File: config.mk
export PLATFORM = sky130hd
export DESIGN_NAME = pipelined_barrel_shifter
export DESIGN_NICKNAME = d
export VERILOG_FILES = /design/src/rtl/shifter_pkg.sv /design/src/rtl/shift_stage.sv /design/src/rtl/pipelined_barrel_shifter.sv
export SDC_FILE = /design/constraint.sdc
export NUM_CORES = 1
export LEC_CHECK = 0
export ABC_AREA = 0
export BUFFER_PORTS_ARGS = -buffer_cell sky130_fd_sc_hd__buf_2
export CAP_MARGIN = 10
export CORE_MARGIN = 1
export CORE_UTILIZATION = 45
export CTS_CLUSTER_DIAMETER = 120
export DETAILED_ROUTE_END_ITERATION = 12
export HOLD_SLACK_MARGIN = 0.03
export PLACE_DENSITY = 0.61
export SYNTH_ARGS = -nofsm -noshare
export SYNTH_HDL_FRONTEND = slang
export SYNTH_SLANG_ARGS = --single-unit
File: constraint.sdc
create_clock -name clk -period 2.2 [get_ports clk]
set_input_delay 0.44 -clock clk [delete_from_list [all_inputs] [get_ports clk]]
set_output_delay 0.44 -clock clk [all_outputs]
set_load 0.01 [all_outputs]
File: src/rtl/shifter_pkg.sv
// Shared definitions for the pipelined barrel shifter: operation encodings
// and the shift-amount width helper.
package shifter_pkg;

  localparam int OP_W = 3;

  localparam logic [OP_W-1:0] OP_SLL = 3'b000;
  localparam logic [OP_W-1:0] OP_SRL = 3'b001;
  localparam logic [OP_W-1:0] OP_SRA = 3'b010;
  localparam logic [OP_W-1:0] OP_ROL = 3'b011;
  localparam logic [OP_W-1:0] OP_ROR = 3'b100;

  // One shift layer per shamt bit; never below one bit so ports stay legal.
  function automatic int shamt_width(input int width);
    return (width > 1) ? $clog2(width) : 1;
  endfunction

endpackage

File: src/rtl/shift_stage.sv
// One barrel-shifter layer: conditional shift/rotate by 2**K, carry tracking,
// followed by the stage pipeline register (held when en is low).
module shift_stage
  import shifter_pkg::*;
#(
  parameter int WIDTH = 32,
  parameter int TAG_W = 4,
  parameter int K     = 0,
  localparam int SW   = shamt_width(WIDTH)
) (
  input  logic             clk,
  input  logic             rst_n,
  input  logic             en,
  input  logic             valid,
  input  logic [WIDTH-1:0] data,
  input  logic [SW-1:0]    shamt,
  input  logic [OP_W-1:0]  op,
  input  logic [TAG_W-1:0] tag,
  input  logic             carry,
  output logic [WIDTH-1:0] data_next,
  output logic             valid_reg,
  output logic [WIDTH-1:0] data_reg,
  output logic [SW-1:0]    shamt_reg,
  output logic [OP_W-1:0]  op_reg,
  output logic [TAG_W-1:0] tag_reg,
  output logic             carry_reg
);

  localparam int D = 2 ** K;

  logic carry_next;

  // The bit leaving the word in the last active layer is the overall carry;
  // layers with their shamt bit clear pass the previous carry through.
  always_comb begin
    data_next  = data;
    carry_next = carry;
    if (shamt[K]) begin
      case (op)
        OP_SLL: begin
          data_next  = data << D;
          carry_next = data[WIDTH-D];
        end
        OP_SRL: begin
          data_next  = data >> D;
          carry_next = data[D-1];
        end
        OP_SRA: begin
          data_next  = $unsigned($signed(data) >>> D);
          carry_next = data[D-1];
        end
        OP_ROL: begin
          data_next  = (data << D) | (data >> (WIDTH - D));
          carry_next = data[WIDTH-D];
        end
        OP_ROR: begin
          data_next  = (data >> D) | (data << (WIDTH - D));
          carry_next = data[D-1];
        end
        default: begin
          data_next  = data;
          carry_next = carry;
        end
      endcase
    end
  end

  always_ff @(posedge clk or negedge rst_n) begin
    if (!rst_n) begin
      valid_reg <= 1'b0;
      data_reg  <= '0;
      shamt_reg <= '0;
      op_reg    <= '0;
      tag_reg   <= '0;
      carry_reg <= 1'b0;
    end else if (en) begin
      valid_reg <= valid;
      data_reg  <= data_next;
      shamt_reg <= shamt;
      op_reg    <= op;
      tag_reg   <= tag;
      carry_reg <= carry_next;
    end
  end

endmodule

File: src/rtl/pipelined_barrel_shifter.sv
// Pipelined shift/rotate unit with valid/ready handshake: one register per
// shift layer, whole pipe stalls together when the output is blocked.
module pipelined_barrel_shifter
  import shifter_pkg::*;
#(
  parameter int WIDTH = 32,
  parameter int TAG_W = 4,
  localparam int SW   = shamt_width(WIDTH)
) (
  input  logic             clk,
  input  logic             rst_n,
  input  logic             in_valid,
  output logic             in_ready,
  input  logic [WIDTH-1:0] in_data,
  input  logic [SW-1:0]    in_shamt,
  input  logic [OP_W-1:0]  in_op,
  input  logic [TAG_W-1:0] in_tag,
  output logic             out_valid,
  input  logic             out_ready,
  output logic [WIDTH-1:0] out_data,
  output logic             out_carry,
  output logic             out_zero,
  output logic [TAG_W-1:0] out_tag
);

  localparam int S = SW;

  logic             adv;
  logic             zero_reg;
  logic             valid_c     [0:S];
  logic [WIDTH-1:0] data_c      [0:S];
  logic [SW-1:0]    shamt_c     [0:S];
  logic [OP_W-1:0]  op_c        [0:S];
  logic [TAG_W-1:0] tag_c       [0:S];
  logic             carry_c     [0:S];
  logic [WIDTH-1:0] data_next_c [0:S-1];

  // Bubbles are not squeezed out, so the pipe moves only when the head can.
  assign adv      = out_ready || !out_valid;
  assign in_ready = adv;

  assign valid_c[0] = in_valid;
  assign data_c[0]  = in_data;
  assign shamt_c[0] = in_shamt;
  assign op_c[0]    = in_op;
  assign tag_c[0]   = in_tag;
  assign carry_c[0] = 1'b0;

  generate
    for (genvar gi = 0; gi < S; gi++) begin : g_stage
      shift_stage #(
        .WIDTH(WIDTH),
        .TAG_W(TAG_W),
        .K    (gi)
      ) u_stage (
        .clk      (clk),
        .rst_n    (rst_n),
        .en       (adv),
        .valid    (valid_c[gi]),
        .data     (data_c[gi]),
        .shamt    (shamt_c[gi]),
        .op       (op_c[gi]),
        .tag      (tag_c[gi]),
        .carry    (carry_c[gi]),
        .data_next(data_next_c[gi]),
        .valid_reg(valid_c[gi+1]),
        .data_reg (data_c[gi+1]),
        .shamt_reg(shamt_c[gi+1]),
        .op_reg   (op_c[gi+1]),
        .tag_reg  (tag_c[gi+1]),
        .carry_reg(carry_c[gi+1])
      );
    end
  endgenerate

  // Zero flag is taken from the last layer's result and lands with it.
  always_ff @(posedge clk or negedge rst_n) begin
    if (!rst_n) begin
      zero_reg <= 1'b0;
    end else if (adv) begin
      zero_reg <= (data_next_c[S-1] == '0);
    end
  end

  assign out_valid = valid_c[S];
  assign out_data  = data_c[S];
  assign out_carry = carry_c[S];
  assign out_tag   = tag_c[S];
  assign out_zero  = zero_reg;

endmodule

==> flow_summary.json, run 1 <==
{
  "htree_levels": 1,
  "finalSetupViolCount": 0,
  "r2r-start": "g_stage[3].u_stage.op_reg[0]",
  "power_density_mw_per_mm2": 1645,
  "viasPerCell": 5.819,
  "drt_iter0_drc": 741,
  "path_buf_inv": 0,
  "synth_nets": 1354,
  "finalSetupTns_ns": 0,
  "crit_required_ns": 2.65,
  "clk_latency_ns": 0.52,
  "start_kind": "flop",
  "cp_num_cells": 5,
  "hold_path_class": "in -> reg",
  "grt_max_degree": 91,
  "endpoint_kind": "flop",
  "cp_max_fo": 10,
  "wirelength_um": 29970,
  "diodes": 0,
  "synth_area_mm2": 0.01150,
  "p_total_mw": 21.42,
  "num_rows": 58,
  "ys_seq_area_share_pct": 46.33,
  "n_fill_cell": 2430,
  "max_freq_mhz": 488.1,
  "via_count": 9718,
  "gp_congestion": 0.8825,
  "first_pass_iters": 5,
  "cp_slowest_cell": "dfrtp_1",
  "synth_top_area_cell": "dfrtp_1",
  "synth_top_area_share_pct": 46.33,
  "core-area_mm2": 0.02511,
  "fin_crit_sh_pct": 93.12,
  "synth_cell_types": 56,
  "crit_chain": "nor2_2, o21ai_0, a221o_1, a2111oi_0, a32o_2",
  "drc_errors": 0,
  "die_width_um": 161.9,
  "seqCellArea_mm2": 0.005330,
  "skew_ns": 0.01229,
  "dieArea_mm2": 0.02621,
  "rr_worst_depth": 5,
  "holdPathStages": 3,
  "worstMarginPinSlew_ns": 0.5729,
  "timing.slew.headroom_pct": 61.81,
  "postSynthCellCount": 1306,
  "io_buffers": 87,
  "grt_pass1_wl_um": 50020,
  "clockBufferDepth": 3,
  "ff2ff_setup_slack_ns": 0.15,
  "syn_to_final_growth_pct": 13.13,
  "grt_pass1_vias": 9210,
  "largest_register_ffs": 160,
  "cts_root_buf": "clkbuf_16",
  "synth_top_flop_cell": "dfrtp_1",
  "multi_input_area_mm2": 0.005453,
  "cap_violations": 0,
  "peakVddDrop_mv": 0.7455,
  "slew_viol_final": 0,
  "synth-seq-cells": 213,
  "fin_nets": 1373,
  "hold_path_end": "g_stage[0].u_stage.tag_reg[3]",
  "antenna_found_initial": 0,
  "avgSynthCellArea_um2": 8.809,
  "finalCriticalPeriod_ns": 2.049,
  "crit_type": "reg -> reg",
  "grt_setup_unrepaired": "no",
  "path_clk_slew_ns": 0.06,
  "arrival_ns": 2.50,
  "synth_edf_count": 0,
  "crit_family": "compound AO/OA/AOI/OAI gates",
  "die_h_um": 161.9,
  "postRouteAntennaNets": 0,
  "floorplan.initialDensity_pct": 45.82,
  "drive_gt1_share_pct": 14.70,
  "grt_usage_pct": 23.42,
  "io_pins": 88,
  "dp_hpwl_um": 21080,
  "outcome": "complete, no violations",
  "async_flop_share_pct": 100.0,
  "detail_route.wl_per_cell_um": 17.94,
  "overflow": 0,
  "synth.area.top_cells": "dfrtp_1 46%, nand2_1 10%, a221o_1 6.0%",
  "numClockSinks": 213,
  "p_leak_nw": 5.512,
  "synth_warnings": 0,
  "hp-start": "in_tag[3]",
  "r2r-end": "out_zero",
  "tritoncts": "built",
  "numCtsBuffers": 25,
  "max_stage_delay_ns": 0.49,
  "hold_violations": 0
}
## routing by layer
metal  global-route usage, %  up-vias  routed length [µm]
li1                        -     4785                   -
met1                   32.39     4610               13700
met2                   38.45      267               14180
met3                   2.656       56                1288
met4                   7.333        0                 791
met5                       0        -                   0
## worst max-delay path by stage
| stage | start | end | slack, ns |
|---|---|---|---|
| after global placement | g_stage[3].u_stage.data_reg[18] | out_zero | 0.14 |
| final | g_stage[3].u_stage.op_reg[0] | out_zero | 0.15 |
| after floorplan | g_stage[3].u_stage.data_reg[7] | out_zero | 0.34 |
| after detailed placement | g_stage[3].u_stage.data_reg[18] | out_zero | 0.19 |
| after global routing | g_stage[3].u_stage.op_reg[0] | out_zero | 0.04 |
| after CTS | g_stage[4].u_stage.valid_reg | in_ready | 0.05 |
## layout by cell type (no fill, tap or decap), types with 4 or more instances in the layout
cell type    n
inv_1        5
buf_4       46
nand2_1    314
a221oi_1    47
a21oi_1      4
nor2_1      74
mux2i_1     18
buf_2       86
clkinv_2     4
a22oi_1      4
dfrtp_1    213
clkbuf_16   25
o22ai_1     32
nor3_1       5
o22a_1      15
o21ai_1     84
o2bb2ai_1   40
buf_12       8
a211oi_1     4
a221o_1     69
o21ai_0    114
and2_1       4
o21a_1       5
maj3_1      15
nor2b_1      4
clkbuf_8     6
o31ai_1     31
xor2_1       6
## tightest hold or removal path: stages
cell and delay, ns:
buf_2 0.07, nand2_1 0.04, nand2_1 0.05
## synth_stat cells, types with 4 or more instances
| cell | number |
|---|---|
| nand2_1 | 314 |
| dfrtp_1 | 213 |
| o21ai_0 | 114 |
| clkbuf_1 | 97 |
| o21ai_1 | 84 |
| nor2_1 | 74 |
| a221o_1 | 69 |
| a221oi_1 | 47 |
| o2bb2ai_1 | 40 |
| buf_4 | 33 |
| o22ai_1 | 32 |
| o31ai_1 | 31 |
| mux2i_1 | 18 |
| buf_2 | 17 |
| maj3_1 | 15 |
| o22a_1 | 15 |
| o21a_1 | 6 |
| xor2_1 | 6 |
| inv_1 | 5 |
| nor2b_1 | 5 |
| nor3_1 | 5 |
| a211oi_1 | 4 |
| a21oi_1 | 4 |
| a22oi_1 | 4 |
| and2_1 | 4 |
## cells by family (layout without fill, tap and decap cells)
logic type,after synthesis,in the layout,share of synthesized area (%)
mux,20,20,1.762
xor+xnor,7,7,0.5329
fa+ha+maj,15,15,1.305
compound gates,469,469,28.71
buf+inv,156,190,6.351
simple gates,426,426,15.01
flops,213,213,46.33
## layout make-up
cell class	instances	share of cell area [%]
Inverter	6	0.1923
Timing Repair Buffer	142	7.374
Sequential cell	213	40.95
Tap cell	330	3.172
Multi-Input combinational cell	937	41.90
Clock inverter	10	1.019
Clock buffer	32	5.393
## repair_timing
item,in CTS,in global routing
setup endpoints to repair,0,2
hold endpoints to repair,49,0
hold buffers,1,0
resized for setup,0,3
setup buffers,0,0
## report_power, final
part	switching, mW	internal, mW	leakage (nW)
combinational	5.23	3.95	2.54
sequential	2.27	5.78	2.57
clock	1.61	2.58	0.405
## stage by stage
step | hold slack [ns] | setup WS (ns) | utilization, % | instances | area [µm²]
after floorplan | 0.1444 | 0.3413 | - | 1306 | 11500
after global placement | 0.4479 | 0.1434 | 48.46 | 1627 | 12170
after detailed placement | 0.4536 | 0.1933 | 48.46 | 1627 | 12170
after CTS | 0.1050 | 0.05116 | 51.82 | 1670 | 13010
after global routing | 0.1290 | 0.03553 | 51.83 | 1670 | 13020
final | 0.1192 | 0.1514 | 51.83 | 1670 | 13020
Note: power is estimated with default switching activity, not from simulation.
==> run 2: changes to the inputs <==
--- a/config.mk
+++ b/config.mk
@@ -13,6 +13,7 @@
 export CTS_CLUSTER_DIAMETER = 120
 export DETAILED_ROUTE_END_ITERATION = 12
 export HOLD_SLACK_MARGIN = 0.03
+export MAX_ROUTING_LAYER = met4
 export PLACE_DENSITY = 0.61
 export SYNTH_ARGS = -nofsm -noshare
 export SYNTH_HDL_FRONTEND = slang
==> run 2 against run 1 <==
  * Critical path depth is 2 lower
  * Clock-buffer cell count shrank 2
  * Combinational power rose by 1%
  * Global-route usage rose by 0.70 points
  * Critical path type is now reg -> out
  * Highest routed layer unchanged
==> flow_summary.json, run 2 (synthesis results as in run 1) <==
{
  "outcome": "complete, no violations",
  "clk_latency_ns": 0.51,
  "antenna_found_initial": 0,
  "stdcell_count": 1670,
  "clockBufferDepth": 3,
  "postRouteAntennaNets": 0,
  "hold_path_end": "g_stage[0].u_stage.shamt_reg[4]",
  "final_common_cell": "nand2_1",
  "endpoint_kind": "primary output",
  "place_area_mm2": 0.01219,
  "io_buffers": 87,
  "p_leak_nw": 5.475,
  "grt_max_degree": 91,
  "cp_max_fo": 25,
  "grt_pass1_vias": 9196,
  "gp_congestion": 0.8879,
  "fin_crit_sh_pct": 94.15,
  "diodes": 0,
  "seqCellArea_mm2": 0.005330,
  "max_freq_mhz": 482.8,
  "hold_path_class": "in -> reg",
  "finalCriticalPeriod_ns": 2.071,
  "die_h_um": 161.9,
  "finalSetupViolCount": 0,
  "path_clk_slew_ns": 0.06,
  "timing.slew.headroom_pct": 41.85,
  "drive_gt1_share_pct": 14.48,
  "detail_route.wl_per_cell_um": 18.17,
  "core-area_mm2": 0.02511,
  "skew_ns": 0.01484,
  "cts_root_buf": "clkbuf_16",
  "crit_required_ns": 1.76,
  "hold_violations": 0,
  "max_stage_delay_ns": 0.37,
  "r2r-start": "g_stage[3].u_stage.op_reg[0]",
  "slew_viol_final": 0,
  "power_density_mw_per_mm2": 1633,
  "hold_buffers": 1,
  "multi_input_area_mm2": 0.005451,
  "rr_worst_depth": 5,
  "wirelength_um": 30340,
  "grt_pass1_wl_um": 49980,
  "numClockSinks": 213,
  "postCtsSetupRepairBufs": 0,
  "cap_violations": 0,
  "drc_errors": 0,
  "ff2ff_setup_slack_ns": 0.15,
  "worstMarginPinSlew_ns": 0.8723,
  "io_pins": 88,
  "dieArea_mm2": 0.02621,
  "viasPerCell": 5.855,
  "mostFrequentLayoutCells": "314 x nand2_1, 213 x dfrtp_1, 114 x o21ai_0, 86 x buf_2, 84 x o21ai_1",
  "first_pass_iters": 5,
  "syn_to_final_growth_pct": 12.55,
  "numCtsBuffers": 23,
  "hp-start": "in_shamt[4]",
  "die_width_um": 161.9,
  "peakVddDrop_mv": 0.6957,
  "stdcell_area_mm2": 0.01295,
  "overflow": 0,
  "r2r-end": "out_zero",
  "dp.cells": 1628,
  "drt_iter0_drc": 938,
  "htree_levels": 1,
  "fin_nets": 1372,
  "start_kind": "flop",
  "p_total_mw": 21.15,
  "grt_setup_unrepaired": "no",
  "holdPathStages": 3,
  "num_rows": 58,
  "cts_resized": 0,
  "crit_type": "reg -> out",
  "via_count": 9778,
  "finalSetupTns_ns": 0,
  "tritoncts": "built",
  "largest_register_ffs": 160,
  "grt_usage_pct": 24.12,
  "fin_util_pct": 51.57,
  "crit_chain": "nor2b_4, inv_2, buf_2",
  "floorplan.initialDensity_pct": 45.82,
  "arrival_ns": 1.63,
  "dp_hpwl_um": 21320,
  "n_fill_cell": 2395,
  "cp_slowest_cell": "dfrtp_1"
}
[run 2: final cells by class]
class | instances | area share (%)
well taps | 330 | 3.189
clock buffers | 30 | 4.880
flip-flops and latches | 213 | 41.16
inverters | 6 | 0.1739
repair buffers | 143 | 7.566
clock inverters | 11 | 0.9276
multi-input cells | 937 | 42.10
[run 2: power by group]
| group | switching (mW) | internal, mW |
|---|---|---|
| combinational | 5.30 | 3.97 |
| clock | 1.59 | 2.27 |
| sequential | 2.24 | 5.77 |
| total | 9.14 | 12.0 |
[run 2: worst max path at each step]
stage	startpoint	end	slack, ns	cells after the start
detailed placement	g_stage[3].u_stage.data_reg[17]	out_zero	0.19	5
finish	g_stage[4].u_stage.valid_reg	in_ready	0.13	3
global route	g_stage[1].u_stage.op_reg[0]	g_stage[2].u_stage.data_reg[6]	0.005	5
global placement	g_stage[3].u_stage.data_reg[17]	out_zero	0.22	5
floorplan	g_stage[3].u_stage.data_reg[7]	out_zero	0.34	5
CTS	g_stage[4].u_stage.valid_reg	in_ready	0.09	3
[run 2: worst max-delay path, delay by kind of cell, from the launching register on]
kind          cells  cell delay (ns)
flops             1             0.37
buf+inv           2             0.59
simple gates      1             0.17
[run 2: metrics by stage]
stage                     setup slack, ns  hold WS [ns]
after global placement             0.2178        0.4036
after CTS                         0.09490        0.1185
after detailed placement           0.1900        0.4021
after global routing             0.004666        0.1428
final                              0.1286        0.1330
after floorplan                    0.3413        0.1444
[run 2: routing by layer]
metal | vias up | share of wire, % | track usage, %
li1 | 4776 | - | -
met1 | 4666 | 44 | 32.13
met2 | 286 | 49 | 39.19
met3 | 50 | 4.8 | 2.579
met4 | 0 | 2.1 | 6.475
met5 | - | 0 | -
==> run 3: changes to the inputs <==
--- a/config.mk
+++ b/config.mk
@@ -5,7 +5,7 @@
 export SDC_FILE = /design/constraint.sdc
 export NUM_CORES = 1
 export LEC_CHECK = 0
-export ABC_AREA = 0
+export ABC_AREA = 1
 export BUFFER_PORTS_ARGS = -buffer_cell sky130_fd_sc_hd__buf_2
 export CAP_MARGIN = 10
 export CORE_MARGIN = 1
==> constraint.sdc (replaced) <==
create_clock -name clk -period 2.05 [get_ports clk]
set_input_delay 0.41 -clock clk [delete_from_list [all_inputs] [get_ports clk]]
set_output_delay 0.41 -clock clk [all_outputs]
set_load 0.01 [all_outputs]
==> run 3 against run 2 <==
  * Clock skew increased by 0.0042 ns
  * Clock-buffer cell count is 4 higher
  * First-iteration DRC count decreased by 29%
  * Final cell count rose by 2.5%
  * Critical path type unchanged
  * Largest power group unchanged
==> flow_summary.json, run 3 <==
{
  "outcome": "complete, no violations",
  "antenna_found_initial": 0,
  "num_rows": 57,
  "async_flop_share_pct": 100.0,
  "finalCriticalPeriod_ns": 1.924,
  "synth_top_area_share_pct": 47.35,
  "worst_slack_ns": 0.1255,
  "stdcell_area_mm2": 0.01270,
  "place_area_mm2": 0.01190,
  "skew_ns": 0.01904,
  "wirelength_um": 28910,
  "mostFrequentLayoutCells": "246 x nand2_1, 213 x dfrtp_1, 201 x inv_1, 185 x o21ai_0, 133 x o211ai_1",
  "drc_errors": 0,
  "avgSynthCellArea_um2": 8.314,
  "synth_top_family_by_area": "compound AO/OA/AOI/OAI gates",
  "detail_route.wl_per_cell_um": 16.88,
  "first_pass_iters": 5,
  "synth_cell_types": 31,
  "peakVddDrop_mv": 0.6351,
  "postRouteAntennaNets": 0,
  "synth_nets": 1402,
  "start_kind": "flop",
  "path_clk_slew_ns": 0.05,
  "via_count": 9573,
  "numClockSinks": 213,
  "grt_max_degree": 130,
  "whs_ns": 0.07758,
  "drive_gt1_share_pct": 13.62,
  "overflow": 0,
  "io_buffers": 87,
  "syn_to_final_growth_pct": 12.80,
  "synth-xor-area-share_pct": 0,
  "grt_pass1_wl_um": 47580,
  "fin_nets": 1423,
  "arrival_ns": 1.51,
  "synth.most_common_cell": "nand2_1",
  "fin_crit_sh_pct": 93.88,
  "viasPerCell": 5.592,
  "synth_warnings": 0,
  "synth.area.mux_share_pct": 0,
  "finalSetupViolCount": 0,
  "multi_input_area_mm2": 0.004527,
  "diodes": 0,
  "grt_pass1_vias": 9076,
  "crit_chain": "inv_1, nor2_4, inv_8, buf_2",
  "synth.area.top_cells": "dfrtp_1 47%, o211ai_1 8.9%, o221ai_1 8.9%",
  "hold_path_class": "in -> reg",
  "cp_max_fo": 61,
  "ff2ff_setup_slack_ns": 0.13,
  "timing.slew.headroom_pct": 34.36,
  "post-place-ws_ns": -0.01555,
  "yosys-top-cells-count": "246 x nand2_1, 213 x dfrtp_1, 201 x inv_1",
  "crit_type": "reg -> out",
  "synth_adder_area_share_pct": 0,
  "hold_violations": 0,
  "gp_congestion": 0.9020,
  "io_pins": 88,
  "synth_top_area_cell": "dfrtp_1",
  "floorplan.initialDensity_pct": 46.02,
  "path_buf_inv": 3,
  "crit_family": "buffers and inverters",
  "endpoint_kind": "primary output",
  "max_freq_mhz": 519.6,
  "slew_viol_final": 0,
  "dp_hpwl_um": 20260,
  "synth_top_flop_cell": "dfrtp_1",
  "tritoncts": "built",
  "synth_compound_area_share_pct": 28.98,
  "core-area_mm2": 0.02446,
  "htree_levels": 1,
  "synth_edf_count": 0,
  "clk_latency_ns": 0.53,
  "ys_seq_area_share_pct": 47.35,
  "largest_register_ffs": 160,
  "worstMarginPinSlew_ns": 0.9835,
  "drt_iter0_drc": 667,
  "synth_area_mm2": 0.01126,
  "final_common_cell": "nand2_1",
  "dieArea_mm2": 0.02565,
  "n_fill_cell": 2318,
  "grt_setup_unrepaired": "no",
  "crit_required_ns": 1.64,
  "postSynthCellCount": 1354,
  "seqCellArea_mm2": 0.005330,
  "numCtsBuffers": 24,
  "cap_violations": 0,
  "synth-simple-area-share_pct": 10.73,
  "p_leak_nw": 5.842,
  "max_stage_delay_ns": 0.37,
  "grt_usage_pct": 23.66,
  "power_density_mw_per_mm2": 1698,
  "clockBufferDepth": 3,
  "cp_slowest_cell": "dfrtp_1",
  "synth-seq-cells": 213,
  "die_h_um": 160.2,
  "die_width_um": 160.2,
  "cts_root_buf": "clkbuf_16"
}
## run 3: final timing paths
check / end / depth (start not counted) / startpoint
max: in_ready / 4 / g_stage[4].u_stage.valid_reg
min: g_stage[0].u_stage.shamt_reg[4] / 3 / in_shamt[4]
max reg2reg: out_zero / 11 / g_stage[3].u_stage.op_reg[1]
min reg2reg: g_stage[2].u_stage.tag_reg[3] / 2 / g_stage[1].u_stage.tag_reg[3]
max in group asynchronous: g_stage[0].u_stage.op_reg[2] / 3 / rst_n
min in group asynchronous: g_stage[4].u_stage.data_reg[18] / 2 / rst_n
## run 3: area by class of cell
cell class | instances | share of cell area (%)
clock buffer | 34 | 5.340
clock inverter | 5 | 0.4828
inverter | 213 | 6.355
multi-input combinational | 797 | 35.65
sequential | 213 | 41.97
tap | 324 | 3.192
timing repair buffer | 126 | 7.006
## run 3: per-stage QoR
| stage | power (mW) | utilization (%) | setup TNS (ns) | cells |
|---|---|---|---|---|
| floorplan | 14.45 | - | 0 | 1354 |
| global placement | 17.24 | 48.65 | 0 | 1671 |
| detailed placement | 17.35 | 48.65 | -0.02756 | 1671 |
| CTS | 21.57 | 51.77 | 0 | 1711 |
| global route | 23.34 | 51.91 | 0 | 1712 |
| finish | 21.57 | 51.91 | 0 | 1712 |
## run 3: what timing repair did
item                                    in CTS  in global routing
buffers inserted                             0                  1
pin swaps                                    0                  1
hold buffers                                 1                  0
resized for setup                            3                  7
hold endpoints to repair                    45                  0
endpoints found under the setup margin       2                  1
## run 3: logic make-up after synthesis
kind of cell,after synthesis
compound gates,492
buf+inv,344
simple gates,305
flops,213
## run 3: worst register-to-register path, stage by stage (launching register included)
cell,delay (ns)
dfrtp_1,0.48
nand2_2,0.13
o21ai_4,0.40
nand2_1,0.10
nand2_1,0.08
nand2_1,0.14
nand2_1,0.11
nor2_1,0.05
nand2_1,0.13
nor2_1,0.06
nand3_1,0.08
nand2_1,0.05
## run 3: layer usage
| layer | GRT usage, % | up-vias | share of wire, % |
|---|---|---|---|
| met5 | - | - | 0 |
| met2 | 37.06 | 274 | 46 |
| met1 | 32.08 | 4533 | 46 |
| met4 | 7.922 | 0 | 3.5 |
| li1 | - | 4700 | - |
| met3 | 2.519 | 66 | 4.2 |
## run 3: power breakdown
group	leakage [nW]	internal (mW)	switching [mW]
Clock	0.364	2.41	1.68
Combinational	2.90	3.46	6.74
Sequential	2.58	6.18	1.10
